`src/rtl/rf_write_arbiter.sv`:
```
// rf_write_arbiter: NUM_REQ-way register-file write-port arbiter with a one-cycle registered write stage.
// Define WARB_ROUND_ROBIN_EN for round-robin priority; the default build uses fixed lowest-index priority.
module rf_write_arbiter #(
  parameter int NUM_REQ    = 2,
  parameter int ADDR_WIDTH = 5,
  parameter int DATA_WIDTH = 32
) (
  input  logic                          clk,
  input  logic                          rst_n,
  input  logic [NUM_REQ-1:0]            req_valid,
  input  logic [NUM_REQ*ADDR_WIDTH-1:0] req_addr,
  input  logic [NUM_REQ*DATA_WIDTH-1:0] req_data,
  output logic [NUM_REQ-1:0]            req_ready,
  input  logic                          hold,
  output logic                          rf_wen,
  output logic [ADDR_WIDTH-1:0]         rf_waddr,
  output logic [DATA_WIDTH-1:0]         rf_wdata,
  input  logic [ADDR_WIDTH-1:0]         pend_addr,
  output logic                          pend_hit
);

  localparam int PTR_W = $clog2(NUM_REQ);

  logic [PTR_W-1:0]      start_s;
  logic [NUM_REQ-1:0]    grant_s;
  logic                  gvalid_s;
  logic [ADDR_WIDTH-1:0] gaddr_s;
  logic [DATA_WIDTH-1:0] gdata_s;

  logic                  wen_q,   wen_d;
  logic [ADDR_WIDTH-1:0] waddr_q, waddr_d;
  logic [DATA_WIDTH-1:0] wdata_q, wdata_d;

`ifdef WARB_ROUND_ROBIN_EN
  logic [PTR_W-1:0] gidx_s;
  logic [PTR_W-1:0] ptr_q, ptr_d;
  assign start_s = ptr_q;
`else
  assign start_s = {PTR_W{1'b0}};
`endif

  // Grant search: pass 0 scans indices at/above the start point, pass 1 wraps to those below it.
  always_comb begin
    grant_s  = {NUM_REQ{1'b0}};
    gvalid_s = 1'b0;
    gaddr_s  = {ADDR_WIDTH{1'b0}};
    gdata_s  = {DATA_WIDTH{1'b0}};
`ifdef WARB_ROUND_ROBIN_EN
    gidx_s   = {PTR_W{1'b0}};
`endif
    if (rst_n && !hold) begin
      for (int p = 0; p < 2; p++) begin
        for (int i = 0; i < NUM_REQ; i++) begin
          if (!gvalid_s && req_valid[i] && ((p == 0) == (i >= int'(start_s)))) begin
            gvalid_s   = 1'b1;
            grant_s[i] = 1'b1;
            gaddr_s    = req_addr[i*ADDR_WIDTH +: ADDR_WIDTH];
            gdata_s    = req_data[i*DATA_WIDTH +: DATA_WIDTH];
`ifdef WARB_ROUND_ROBIN_EN
            gidx_s     = PTR_W'(i);
`endif
          end else begin
            gvalid_s = gvalid_s;
          end
        end
      end
    end else begin
      grant_s = {NUM_REQ{1'b0}};
    end
  end

  assign req_ready = grant_s;

  // Write stage next state; address 0 is accepted but never written.
  always_comb begin
    wen_d   = 1'b0;
    waddr_d = waddr_q;
    wdata_d = wdata_q;
    if (gvalid_s) begin
      wen_d   = |gaddr_s;
      waddr_d = gaddr_s;
      wdata_d = gdata_s;
    end else begin
      wen_d   = 1'b0;
    end
  end

  // Write stage registers.
  always_ff @(posedge clk or negedge rst_n) begin
    if (!rst_n) begin
      wen_q   <= 1'b0;
      waddr_q <= {ADDR_WIDTH{1'b0}};
      wdata_q <= {DATA_WIDTH{1'b0}};
    end else begin
      wen_q   <= wen_d;
      waddr_q <= waddr_d;
      wdata_q <= wdata_d;
    end
  end

`ifdef WARB_ROUND_ROBIN_EN
  // Pointer advances past the winner so it has lowest priority next time.
  always_comb begin
    ptr_d = ptr_q;
    if (gvalid_s) begin
      if (gidx_s == PTR_W'(NUM_REQ - 1)) begin
        ptr_d = {PTR_W{1'b0}};
      end else begin
        ptr_d = gidx_s + PTR_W'(1);
      end
    end else begin
      ptr_d = ptr_q;
    end
  end

  // Priority pointer register.
  always_ff @(posedge clk or negedge rst_n) begin
    if (!rst_n) begin
      ptr_q <= {PTR_W{1'b0}};
    end else begin
      ptr_q <= ptr_d;
    end
  end
`endif

  assign rf_wen   = wen_q;
  assign rf_waddr = waddr_q;
  assign rf_wdata = wdata_q;
  assign pend_hit = wen_q && (waddr_q == pend_addr) && (|pend_addr);

endmodule

```
`config.mk`:
```
export PLATFORM = sky130hd
export DESIGN_NAME = rf_write_arbiter
export DESIGN_NICKNAME = d
export VERILOG_FILES = /design/src/rtl/rf_write_arbiter.sv
export SDC_FILE = /design/constraint.sdc
export NUM_CORES = 1
export LEC_CHECK = 0
export ABC_AREA = 1
export ABC_CLOCK_PERIOD_IN_PS = 3200
export CAP_MARGIN = 20
export CORE_MARGIN = 2
export CORE_UTILIZATION = 30
export DETAILED_ROUTE_END_ITERATION = 16
export PLACE_DENSITY = 0.68
export SYNTH_ARGS = -nofsm -noshare
export SYNTH_HDL_FRONTEND = slang
export SYNTH_SLANG_ARGS = --single-unit
```
`constraint.sdc`:
```
create_clock -name clk -period 3.2 [get_ports clk]
set_clock_uncertainty 0.15 [all_clocks]
set_input_delay 0.96 -clock clk [delete_from_list [all_inputs] [get_ports clk]]
set_output_delay 0.96 -clock clk [all_outputs]
set_load 0.005 [all_outputs]
```
Word level (Yosys, flattened, before mapping)

Index checks and enable logic that the tools add are counted.

Output and inout bits: 41
Register bits: 38
Bits of input ports: 84

Multiplexer cells: 13
Reductions and logical operators: 8
Equality and inequality tests: 1

Operators with widths:

| kind                | number |
|---|---|
| $mux W32            | 3 |
| $mux W5             | 3 |
| $reduce_or A5 Y1    | 2 |
| $mux W1             | 6 |
| $eq A5 B5 Y1        | 1 |
| $logic_and A1 B1 Y1 | 4 |
| $logic_not A1 Y1    | 2 |
| $mux W2             | 1 |

Depth between registers and ports, before layout

Word-level depth: 9
Gate-level depth with buffers: 8
Gate-level depth less buffers: 7

Worst setup path after synthesis

Ideal clock, no wire load.

Path type: in2out
From: in req_valid[1]
To: out req_ready[1]
Required time: 2.090 ns
Arrival time: 1.390 ns
Stages: 4
Path slack: 0.700 ns
Path through: buf_4 buf_4 nand2_1 nor2_1

Cells in the longest elaborated chain, start to end: 3

Ends and longest elaborated chain:

| element             | RTL line | source |
|---|---|---|
| from (decl)         | 10       | `input logic [NUM_REQ-1:0] req_valid,` |
| $logic_and A1 B1 Y1 | 54       | `if (!gvalid_s && req_valid[i] && ((p == 0) == (i >= int'(start_s)))) begin` |
| $mux W1             | 54       |  |
| $mux W2             | 51       | `if (rst_n && !hold) begin` |
| to (decl)           | 13       | `output logic [NUM_REQ-1:0] req_ready,` |

Every way passes these cells.

Worst setup path in the final report

From: in pend_addr[3]
To: out pend_hit

Cells in the longest elaborated chain, start to end: 3
Elaborated cells between the ends (all ways): 4

Ends and longest elaborated chain:

| element               | RTL line | source |
|---|---|---|
| from (decl)           | 18       | `input logic [ADDR_WIDTH-1:0] pend_addr,` |
| $eq A5 B5 Y1          | 129      | `assign pend_hit = wen_q && (waddr_q == pend_addr) && (\|pend_addr);` |
| $logic_and A1 B1 Y1   | 129      |  |
| $logic_and A1 B1 Y1 * | 129      |  |
| to (decl)             | 19       | `output logic pend_hit` |

Every way passes the cells marked *; elsewhere a longest branch is shown, timed or not.

==> run_results.csv <==
group,metric,value,unit
clock_network,clkTransAtPathRegs,0.07,ns
worst_setup_path,worstSetupStartpointType,"input pin",
sta,final.min_clock_period,3.07,ns
yosys,synth_cells,249,
global_route,use_met2,30.6,%
global_route,grt_pass1_wl,9800,um
global_route,antenna_found_initial,0,
floorplan,dieHeight,84.5,um
sta,drv_slew,0,
status,status,"completed",
cells_and_area,final_area,0.00333,mm2
cells_and_area,diodes,0,
cells_and_area,layout.cells.most_common,"clkdlybuf4s50_1",
sta,max-slew-margin-rel,66.8,%
pwr,p_per_area,435,mW/mm2
sta,hold-worst-slack,0.400,ns
yosys,syn-num-nets,333,
sta,fin_crit_sh,96.1,%
global_route,grt_max_degree,70,
clock_network,cts_buffer_depth,2,
floorplan,fp-row-count,29,
sta,hold_viol_final,0,
detailed_routing,viasPerCell,4.65,
sta,finalSetupTns,0,ns
sta,fmax,325,MHz
worst_setup_path,arrival,1.96,ns
pwr,switching_share,26.1,%
pwr,peakVddDrop,0.000209,V
cells_and_area,area_growth,71.1,%
yosys,ys_seq_area_share,48.9,%
worst_hold_path,holdCritPathClass,"flop to flop",
sta,rsz0062_at_grt,"false",
pwr,power_frac_comb,32.0,%
pwr,p_int,1.07,mW
placement,place_area,0.00322,mm2
pwr,power.share.clock,26.3,%
global_route,overflow,0,
cells_and_area,drive_gt1_share,5.43,%
clock_network,cts_tree,"built",
floorplan,start_util,30.8,%
floorplan,die_w,84.5,um
detailed_routing,drc_errors,0,
yosys,avgSynthCellArea,7.81,um2
worst_setup_path,critPathMaxFanout,2,
yosys,syn_area,0.00195,mm2
worst_setup_path,worstSetupPathType,"input pin to output pin",
clock_network,cts_post_setup_buffers_inserted,0,
sta,worst_slack,0.126,ns
cells_and_area,mostFrequentLayoutCells,"118 x clkdlybuf4s50_1, 60 x nand2_1, 38 x nor2_1, 38 x dfrtp_1, 37 x nand3_1",
placement,gp_congestion,0.759,
global_route,grt_use_met1,19.3,%
detailed_routing,finalWirelength,5840,um
yosys,synth_cell_types,16,
clock_network,cts_made_buffers,5,
sta,worstMarginPinSlew,0.498,ns
clock_network,clock_sinks,38,
placement,hpwlAfterDp,4070,um
placement,pre_cts_ws,-0.289,ns
global_route,track_usage,16.9,%
global_route,grt_pass1_vias,2096,
floorplan,core_area,0.00631,mm2
clock_network,root_buffer,"clkbuf_8",
sta,setup_viol,0,
floorplan,dieArea,0.00715,mm2
pwr,seqPwrFrac,41.7,%
placement,portBuffers,124,
worst_setup_path,end_kind,"output pin",
flow_run,maxCapViolCount,0,
yosys,ys_warn_count,0,
clock_network,clock_latency,0.28,ns
cells_and_area,final_core_util,52.7,%
detailed_routing,vias,2070,
floorplan,io_pins,125,
worst_setup_path,required,2.09,ns
global_route,grt-busiest-layer,"met2",
cells_and_area,num-fill-cells,639,
detailed_routing,wl_per_cell,13.1,um
clock_network,h-tree-depth,2,
pwr,p_leak,1.42,nW
global_route,use_met3,5.41,%
detailed_routing,drtPass1Iterations,6,
pwr,p_switching,0.378,mW
clock_network,cts_hold_buf,0,
detailed_routing,drtIter0Drc,35,
cells_and_area,final_nets,451,
detailed_routing,ant_nets,0,
yosys,synth_seq_cells,38,
[worst paths after layout]
| path | startpoint | end | slack [ns] | cells past startpoint |
|---|---|---|---|---|
| worst min register to register | rf_wdata[9] | rf_wdata[9] | 0.40 | 2 |
| worst max register to register | rf_waddr[2] | rf_waddr[2] | 2.32 | 2 |
| worst max-delay path | pend_addr[3] | pend_hit | 0.13 | 8 |
| max in group asynchronous | rst_n | rf_wdata[19] | 1.93 | 2 |
| min in group asynchronous | rst_n | rf_wdata[9] | 0.61 | 2 |
| worst min-delay path | rf_wdata[9] | rf_wdata[9] | 0.40 | 2 |
[power groups by stage]
stage               Clock, mW  Sequential (mW)  Combinational (mW)
floorplan                   0            0.620               0.149
global placement            0            0.610               0.466
detailed placement          0            0.614               0.470
CTS                     0.395            0.605               0.471
global route            0.416            0.617               0.510
finish                  0.381            0.603               0.462
[sequential cells by signal, indices dropped and copies added, names as in the netlist]
register  flops
rf_wdata     32
rf_waddr      5
rf_wen        1
[critical path, cell delays in order]
cell	delay (ns)
clkdlybuf4s50_1	0.48
inv_1	0.04
nand2_1	0.04
nand2_1	0.05
nor2_1	0.08
nand3b_1	0.10
nor2_1	0.11
buf_2	0.11
[cell families after synthesis]
| kind of cell | count (synthesis) | synth area share, % |
|---|---|---|
| AOI/OAI and AO/OA | 41 | 12.7 |
| buffers and inverters | 30 | 8.04 |
| DFF | 38 | 48.9 |
| and+or+nand+nor | 140 | 30.4 |
[metrics by stage]
| step | total power, mW | instances |
|---|---|---|
| floorplan | 0.769 | 249 |
| global placement | 1.08 | 437 |
| detailed placement | 1.08 | 437 |
| CTS | 1.47 | 445 |
| global route | 1.54 | 445 |
| finish | 1.45 | 445 |
[repair_timing]
action                                  4_1_cts  5_1_grt
resized for setup                             5        4
endpoints found under the setup margin        3        1
gates cloned                                  0        0
pin swaps                                     1        4
hold endpoints to repair                      0        0
[routing by layer]
metal | part of all wire [%] | vias to the layer above
li1 | - | 1069
met1 | 42 | 924
met2 | 50 | 70
met3 | 6.9 | 7
met4 | 0.96 | 0
met5 | 0 | -
[layout make-up]
class	count	area [um2]	share of cell area [%]
Sequential cell	38	951	28.6
Timing Repair Buffer	130	1290	38.8
Clock buffer	8	110	3.31
Multi-Input combinational cell	181	838	25.2
Inverter	11	41.3	1.24
Tap cell	77	96.3	2.89
[cells in the mapped netlist (all sizes together)]
master  instances  area share, %
a31oi          32             10
nand3b          1           0.39
a21oi           2           0.51
inv            11            2.1
nor2           40            8.2
o21bai          1           0.39
nand4           1           0.32
o21ai           6            1.5
nand3          37            9.5
dfrtp          38             49
nand2          61             12
buf            19            5.9
No activity file was read; power rests on OpenSTA's default activity.
